--- config.mk ---
export PLATFORM = sky130hd
export DESIGN_NAME = sram_array_seq
export DESIGN_NICKNAME = d
export VERILOG_FILES = /design/src/rtl/sram_array_seq.sv
export SDC_FILE = /design/constraint.sdc
export NUM_CORES = 1
export LEC_CHECK = 0
export BUFFER_PORTS_ARGS = -buffer_cell sky130_fd_sc_hd__buf_2
export CORE_MARGIN = 2
export CORE_UTILIZATION = 40
export DETAILED_ROUTE_END_ITERATION = 12
export GPL_TIMING_DRIVEN = 0
export PLACE_DENSITY_LB_ADDON = 0.08
export SYNTH_ARGS = -nofsm -noshare
export SYNTH_HDL_FRONTEND = slang
export SYNTH_SLANG_ARGS = --single-unit
--- constraint.sdc ---
create_clock -name clk -period 2.1 [get_ports clk]
set_input_delay 0.21 -clock clk [delete_from_list [all_inputs] [get_ports clk]]
set_output_delay 0.21 -clock clk [all_outputs]
set_load 0.05 [all_outputs]
--- src/rtl/sram_array_seq.sv ---
// sram_array_seq -- timing sequencer for the switch-level 6T SRAM array.
//
// Accepts one read/write request at a time (valid/ready), then steps the
// array controls through IDLE -> PRE -> ACC -> RESP so that precharge,
// wordline, write driver and sense amp never overlap. Every output is a
// flop whose next value is decoded from the next state.
//
// Optional feature: define SRAM_ARRAY_SEQ_WRITE_VERIFY_EN to follow every
// write with a PRE + read-ACC verify pass; resp_err flags a mismatch.
// Without it resp_err is tied to 0.
//
// Ports
//   clk, rst_n            clock, synchronous active-low reset
//   req_valid/req_ready   request handshake
//   req_we/addr/wdata     request: 1 = write, row address, write data
//   resp_valid            one-cycle completion pulse
//   resp_rdata            last read data (held between reads)
//   resp_err              write-verify mismatch
//   pre_b                 active-low bitline precharge
//   wl                    one-hot wordlines
//   wr_en, wdata_drv      write driver enable / data
//   sae                   sense-amp enable
//   bl_sense              sense-amp outputs from the array
module sram_array_seq #(
    parameter int ADDR_W  = 4,
    parameter int DATA_W  = 32,
    parameter int PRE_CYC = 1,
    parameter int ACC_CYC = 2
) (
    input  logic                 clk,
    input  logic                 rst_n,
    input  logic                 req_valid,
    output logic                 req_ready,
    input  logic                 req_we,
    input  logic [ADDR_W-1:0]    req_addr,
    input  logic [DATA_W-1:0]    req_wdata,
    output logic                 resp_valid,
    output logic [DATA_W-1:0]    resp_rdata,
    output logic                 resp_err,
    output logic                 pre_b,
    output logic [2**ADDR_W-1:0] wl,
    output logic                 wr_en,
    output logic [DATA_W-1:0]    wdata_drv,
    output logic                 sae,
    input  logic [DATA_W-1:0]    bl_sense
);

    localparam int NWL   = 2 ** ADDR_W;
    localparam int CMAX  = (PRE_CYC > ACC_CYC) ? PRE_CYC : ACC_CYC;
    localparam int CNT_W = $clog2(CMAX + 1);
    localparam logic [CNT_W-1:0] PRE_LD = CNT_W'(PRE_CYC - 1);
    localparam logic [CNT_W-1:0] ACC_LD = CNT_W'(ACC_CYC - 1);

    typedef enum logic [1:0] {IDLE, PRE, ACC, RESP} state_e;

    state_e              state_q, state_d;
    logic [CNT_W-1:0]    cnt_q, cnt_d;
    logic                we_q, we_d;
    logic                vfy_q, vfy_d;      // current ACC is the verify read of a write
    logic [ADDR_W-1:0]   addr_q, addr_d;
    logic [DATA_W-1:0]   wdata_q, wdata_d;
    logic [DATA_W-1:0]   rdata_q, rdata_d;

    logic                req_ready_q, req_ready_d;
    logic                resp_valid_q, resp_valid_d;
    logic                pre_b_q, pre_b_d;
    logic [NWL-1:0]      wl_q, wl_d;
    logic                wr_en_q, wr_en_d;
    logic [DATA_W-1:0]   wdata_drv_q, wdata_drv_d;
    logic                sae_q, sae_d;
    logic                acc_d, wr_phase_d;

`ifdef SRAM_ARRAY_SEQ_WRITE_VERIFY_EN
    logic                err_q, err_d;
`endif

    always_comb begin
        state_d = state_q;
        cnt_d   = cnt_q;
        we_d    = we_q;
        vfy_d   = vfy_q;
        addr_d  = addr_q;
        wdata_d = wdata_q;
        rdata_d = rdata_q;
`ifdef SRAM_ARRAY_SEQ_WRITE_VERIFY_EN
        err_d   = err_q;
`endif
        unique case (state_q)
            IDLE: begin
                // req_ready is always 1 here, so valid alone completes the handshake
                if (req_valid) begin
                    we_d    = req_we;
                    addr_d  = req_addr;
                    wdata_d = req_wdata;
                    vfy_d   = 1'b0;
                    cnt_d   = PRE_LD;
                    state_d = PRE;
`ifdef SRAM_ARRAY_SEQ_WRITE_VERIFY_EN
                    err_d   = 1'b0;
`endif
                end
            end
            PRE: begin
                if (cnt_q == '0) begin
                    cnt_d   = ACC_LD;
                    state_d = ACC;
                end else begin
                    cnt_d = cnt_q - 1'b1;
                end
            end
            ACC: begin
                if (cnt_q != '0) begin
                    cnt_d = cnt_q - 1'b1;
                end else begin
                    if (!we_q) rdata_d = bl_sense;
`ifdef SRAM_ARRAY_SEQ_WRITE_VERIFY_EN
                    if (we_q && !vfy_q) begin
                        // write done: re-precharge and read the row back
                        vfy_d   = 1'b1;
                        cnt_d   = PRE_LD;
                        state_d = PRE;
                    end else begin
                        if (vfy_q) err_d = (bl_sense != wdata_q);
                        state_d = RESP;
                    end
`else
                    state_d = RESP;
`endif
                end
            end
            RESP:    state_d = IDLE;
            default: state_d = IDLE;
        endcase

        // Output flops are loaded from the next state so they line up with it.
        acc_d        = (state_d == ACC);
        wr_phase_d   = acc_d && we_d && !vfy_d;
        req_ready_d  = (state_d == IDLE);
        resp_valid_d = (state_d == RESP);
        pre_b_d      = acc_d;
        wl_d         = acc_d ? ({{(NWL-1){1'b0}}, 1'b1} << addr_d) : '0;
        wr_en_d      = wr_phase_d;
        wdata_drv_d  = wr_phase_d ? wdata_d : wdata_drv_q;
        sae_d        = acc_d && !wr_phase_d && (cnt_d == '0);
    end

    always_ff @(posedge clk) begin
        if (!rst_n) begin
            state_q      <= IDLE;
            cnt_q        <= '0;
            we_q         <= 1'b0;
            vfy_q        <= 1'b0;
            addr_q       <= '0;
            wdata_q      <= '0;
            rdata_q      <= '0;
            req_ready_q  <= 1'b1;
            resp_valid_q <= 1'b0;
            pre_b_q      <= 1'b0;
            wl_q         <= '0;
            wr_en_q      <= 1'b0;
            wdata_drv_q  <= '0;
            sae_q        <= 1'b0;
`ifdef SRAM_ARRAY_SEQ_WRITE_VERIFY_EN
            err_q        <= 1'b0;
`endif
        end else begin
            state_q      <= state_d;
            cnt_q        <= cnt_d;
            we_q         <= we_d;
            vfy_q        <= vfy_d;
            addr_q       <= addr_d;
            wdata_q      <= wdata_d;
            rdata_q      <= rdata_d;
            req_ready_q  <= req_ready_d;
            resp_valid_q <= resp_valid_d;
            pre_b_q      <= pre_b_d;
            wl_q         <= wl_d;
            wr_en_q      <= wr_en_d;
            wdata_drv_q  <= wdata_drv_d;
            sae_q        <= sae_d;
`ifdef SRAM_ARRAY_SEQ_WRITE_VERIFY_EN
            err_q        <= err_d;
`endif
        end
    end

    assign req_ready  = req_ready_q;
    assign resp_valid = resp_valid_q;
    assign resp_rdata = rdata_q;
    assign pre_b      = pre_b_q;
    assign wl         = wl_q;
    assign wr_en      = wr_en_q;
    assign wdata_drv  = wdata_drv_q;
    assign sae        = sae_q;
`ifdef SRAM_ARRAY_SEQ_WRITE_VERIFY_EN
    assign resp_err   = err_q;
`else
    assign resp_err   = 1'b0;
`endif

endmodule

Word-level counts from Yosys, hierarchy flattened
Cells that the tools add are included.
- order comparisons: 0
- multiplexer cells: 16
- bitwise logic cells: 2
- add/sub/neg operators: 1
- reduce and logical (&&, ||, !) cells: 13
- shift operators: 1
- $mul: 0
- eq/ne operators: 5
- divide/modulo/power cells: 0
- operators by type and width (cell ; number):
    $mux 32 ; 2
    $shl 1x4->16 const A ; 1
    $mux 2 ; 6
    $eq 2x2->1 const B ; 4
    $logic_not 2->1 ; 4
    $mux 4 ; 2
    $pmux 2 s4 ; 1
    $pmux 2 s3 ; 1
    $logic_and 1x1->1 ; 4
    $mux 1 ; 4
    $reduce_and 3->1 ; 1
    $eq 2x1->1 const B ; 1
    $logic_not 1->1 ; 2
    $not 1->1 ; 2
    $reduce_and 2->1 ; 1
    $reduce_bool 2->1 ; 1
    $sub 2x1->2 const B ; 1
- bits in read-only memories: 0
- word-level logic and storage cells: 52
- latch bits: 0
- register bits after elaboration: 127
- memories kept: 0
- RAM bits: 0
- output and inout bits: 86

Depth between registers and ports, before layout
- depth in word-level cells: 9
- depth in mapped cells: 7
- mapped depth without buffers: 4

Worst setup path after synthesis
No wires, ideal clock.
- path kind: register -> register
- from: register state_q[0]
- to: register wdata_drv_q[10], in the netlist wdata_drv[10]
- data arrival time: 1.567 ns
- path buffers: 2
- library setup time: 0.121 ns
- setup slack: 0.412 ns
- cell stages (with the launch flop): 7
- path through: dfxtp_1 -> buf_6 -> nor4b_2 -> a21o_2 -> a21boi_4 -> buf_6 -> mux2_4
- cells in the longest elaborated chain, start to end: 5
- elaborated cells on any way between the ends: 15
- classes of those cells: eq/ne (4); mux (7); reduce/logical (4)
- ends and longest elaborated chain (item ; line ; text):
    start: declaration ; 56 ; state_e state_q, state_d;
    start signal: assignment ; 167 ; state_q <= state_d;
    $eq 2x2->1, or another cell as far along ; 88 ; unique case (state_q)
    $pmux 2 s4 ; 88 ;
    $eq 2x2->1 ; 136 ; acc_d = (state_d == ACC);
    $logic_and 1x1->1 (2 in series) ; 137 ; wr_phase_d = acc_d && we_d && !vfy_d;
    end signal: assignment ; 179 ; wdata_drv_q <= wdata_drv_d;
    end: declaration ; 69 ; logic [DATA_W-1:0] wdata_drv_q, wdata_drv_d;
Several ways; a longest one is shown, not always the timed one.
A chain may end at the register's enable or synchronous reset.

Final worst setup path
- from: register state_q[0]
- to: register wdata_drv_q[12], in the netlist wdata_drv[12]
The elaborated chain is that of the path after synthesis.

==> impl_metrics.json <==
{
  "syn-instance-count": 493,
  "synth.avg_cell_area_sq_um": 9.85,
  "initial_core_util_pct": 40.8,
  "synth-async-reset-ratio_pct": 0,
  "holdBufCountCts": 0,
  "layout_common_cells": "buf_2 (164), nand2_1 (136), dfxtp_1 (127), a21boi_0 (59), and2_1 (34)",
  "setup_tns_ns": 0,
  "fin_crit_ns": 1.90,
  "drc": 0,
  "rows": 40,
  "insertion_delay_ns": 0.41,
  "synthSimpleGateAreaFrac_pct": 20.5,
  "place.gp.congestion": 0.739,
  "ff_latch_area_sq_um": 2540,
  "grt_max_degree": 17,
  "p_int_mw": 4.98,
  "final-hold-violation-count": 0,
  "rsz0062_at_grt": "no",
  "port_buffers": 155,
  "yosysSeqAreaShare_pct": 52.4,
  "pwr-share-clk_pct": 45.9,
  "cts_tree": "yes",
  "synth-seq-cells": 127,
  "cts_inserted_buffers": 17,
  "end_kind": "flop",
  "via_count": 3831,
  "status": "complete, no violations",
  "crit_arrival_ns": 2.20,
  "gr-total-overflow": 0,
  "multiInputGateArea_sq_um": 2120,
  "min_path_type": "primary input to flop",
  "fin_crit_sh_pct": 90.6,
  "cp-start-kind": "flop",
  "fillerInstances": 1157,
  "hpwl_microns": 8010,
  "die_w_microns": 114,
  "first_pass_iters": 4,
  "max-cap-violations": 0,
  "swShare_pct": 25.6,
  "crit_type": "flop to flop",
  "clock.fmax_mhz": 526,
  "final_nets": 739,
  "combPwrFrac_pct": 14.9,
  "netlist_area_sq_um": 4850,
  "slew_violations": 0,
  "ant_nets": 0,
  "antenna_found_initial": 0,
  "ioPinCount": 158,
  "ir_drop_v": 0.000556,
  "synth_cell_types": 38,
  "synth_edf_count": 0,
  "synth_xor_area_share_pct": 0.180,
  "leakagePower_nw": 2.93,
  "dpl.cell_count": 795,
  "grt.total_usage_pct": 17.9,
  "setup_viol": 0,
  "min_from": "bl_sense[26]",
  "layout.cells.non_filler": 827,
  "fp.dieArea_sq_um": 13000,
  "clkSinkCount": 127,
  "power_density_nw_per_um2": 1040,
  "timing.reg2reg.setup_slack_ns": 0.20,
  "grt_pass1_wl_microns": 18100,
  "cts_resized": 0,
  "switchingPower_mw": 1.72,
  "synthAdderAreaFrac_pct": 0,
  "final.setup_skew_ns": 0.00351,
  "cts.path.max_buffers": 2,
  "cts-root-buf": "clkbuf_16",
  "r2r_cells": 6,
  "seq_power_share_pct": 39.1,
  "synth_top_family_by_area": "simple AND/OR/NAND/NOR gates",
  "synthFlopType": "dfxtp_1",
  "r2r_start": "state_q[0]$_SDFF_PN0_",
  "coreArea_sq_um": 11900,
  "synth_compound_area_share_pct": 11.9,
  "r2r-end": "wdata_drv[12]$_SDFFE_PN0P_",
  "muxShareOfSynthArea_pct": 11.0,
  "hold_path_end": "resp_rdata[26]$_SDFFE_PN0P_",
  "drive_gt1_share_pct": 35.6,
  "syn-num-nets": 565,
  "p_total_mw": 6.70,
  "die_y_microns": 114,
  "cts_setup_buffers": 0,
  "n_antenna_cell": 0,
  "via_per_inst": 4.63,
  "cts.reportedPaths.clkPinSlew_ns": 0.05,
  "hold_depth": 3,
  "area_growth_pct": 32.8,
  "crit_fanout": 10,
  "mostFrequentLayoutCell": "buf_2",
  "h-tree-depth": 4,
  "cp.required_ns": 2.40,
  "first_iter_violations": 214,
  "first_global_vias": 3859,
  "ys_warn_count": 0,
  "wl_microns": 11100,
  "detail_route.wl_per_cell_microns": 13.4
}
worst max-delay path, stage by stage, from the launching register on:
cell and delay [ns]:
dfxtp_1 0.34, buf_6 0.14, nor4b_2 0.25, a21o_2 0.21, a21boi_4 0.31, buf_6 0.23, mux2_4 0.31
registers in the layout, indices dropped and copies added (netlist names), 2 cells and up:
register,cells
wl,16
cnt_q,2
resp_rdata,32
state_q,2
addr_q,4
wdata_q,32
wdata_drv,32
through the flow:
step	util, %	hold WS [ns]	worst slack [ns]	instance area [sq um]
finish	54.1	0.0377	0.198	6450
global route	54.1	0.0296	0.0363	6450
CTS	54.1	0.0192	0.164	6450
detailed placement	48.8	0.450	0.179	5810
global placement	48.8	0.439	0.213	5810
floorplan	-	0.345	0.412	4850
kinds of logic (layout without fill, tap and decap cells):
family / count (synthesis) / in the layout
buffers and inverters: 36 / 223
flip-flops: 127 / 127
AND/OR/NAND/NOR: 214 / 214
XOR/XNOR: 1 / 1
multiplexers: 38 / 38
other: 1 / 1
AO/OA/AOI/OAI: 76 / 76
Yosys cell counts, types with 2 or more instances:
| library cell | instances | share of area (%) |
|---|---|---|
| nand4_1 | 5 | 0.64 |
| nor2_1 | 20 | 1.5 |
| mux2i_1 | 4 | 0.82 |
| buf_4 | 4 | 0.62 |
| mux2_4 | 30 | 9.3 |
| a21boi_1 | 6 | 0.93 |
| and3_1 | 2 | 0.26 |
| o31ai_1 | 2 | 0.31 |
| nand2b_1 | 2 | 0.26 |
| inv_1 | 2 | 0.15 |
| dfxtp_1 | 127 | 52 |
| nor2b_1 | 5 | 0.64 |
| or2_2 | 2 | 0.26 |
| buf_6 | 4 | 0.93 |
| a21boi_0 | 59 | 9.1 |
| nand2_1 | 136 | 11 |
| a21oi_1 | 2 | 0.21 |
| buf_2 | 9 | 0.93 |
| clkbuf_1 | 17 | 1.3 |
| and2_1 | 34 | 4.4 |
| mux2_2 | 4 | 0.93 |
power groups by stage:
stage	Sequential (mW)	Clock, mW	Combinational [mW]
after CTS	2.62	3.14	1.02
final	2.62	3.08	1.00
after global placement	2.67	0	0.999
after global routing	2.64	3.26	1.11
after detailed placement	2.67	0	1.02
after floorplan	2.92	0	0.481
routing by layer:
layer	up-vias	GRT usage, %	share of wire, %
met1	1751	21.1	44
met4	0	7.56	1.6
met2	108	29.9	48
met3	18	5.98	6.5
li1	1954	-	-
met5	-	0	0
worst max-delay path by stage:
stage	slack, ns	cells past startpoint	startpoint	endpoint
final	0.20	6	state_q[0]$_SDFF_PN0_	wdata_drv[12]$_SDFFE_PN0P_
after global routing	0.04	6	state_q[0]$_SDFF_PN0_	wdata_drv[12]$_SDFFE_PN0P_
after CTS	0.16	6	state_q[0]$_SDFF_PN0_	wdata_drv[12]$_SDFFE_PN0P_
after detailed placement	0.18	6	state_q[0]$_SDFF_PN0_	wdata_drv[17]$_SDFFE_PN0P_
after global placement	0.21	6	state_q[0]$_SDFF_PN0_	wdata_drv[7]$_SDFFE_PN0P_
after floorplan	0.41	6	state_q[0]$_SDFF_PN0_	wdata_drv[10]$_SDFFE_PN0P_
area by class of cell:
cell class | instances | share of cell area, %
multi-input combinational | 330 | 32.9
sequential | 127 | 39.4
buffer | 34 | 2.85
inverter | 2 | 0.116
timing repair buffer | 155 | 12.0
tap | 147 | 2.85
clock buffer | 28 | 8.33
clock inverter | 4 | 1.48
Note: power is estimated with default switching activity, not from simulation.
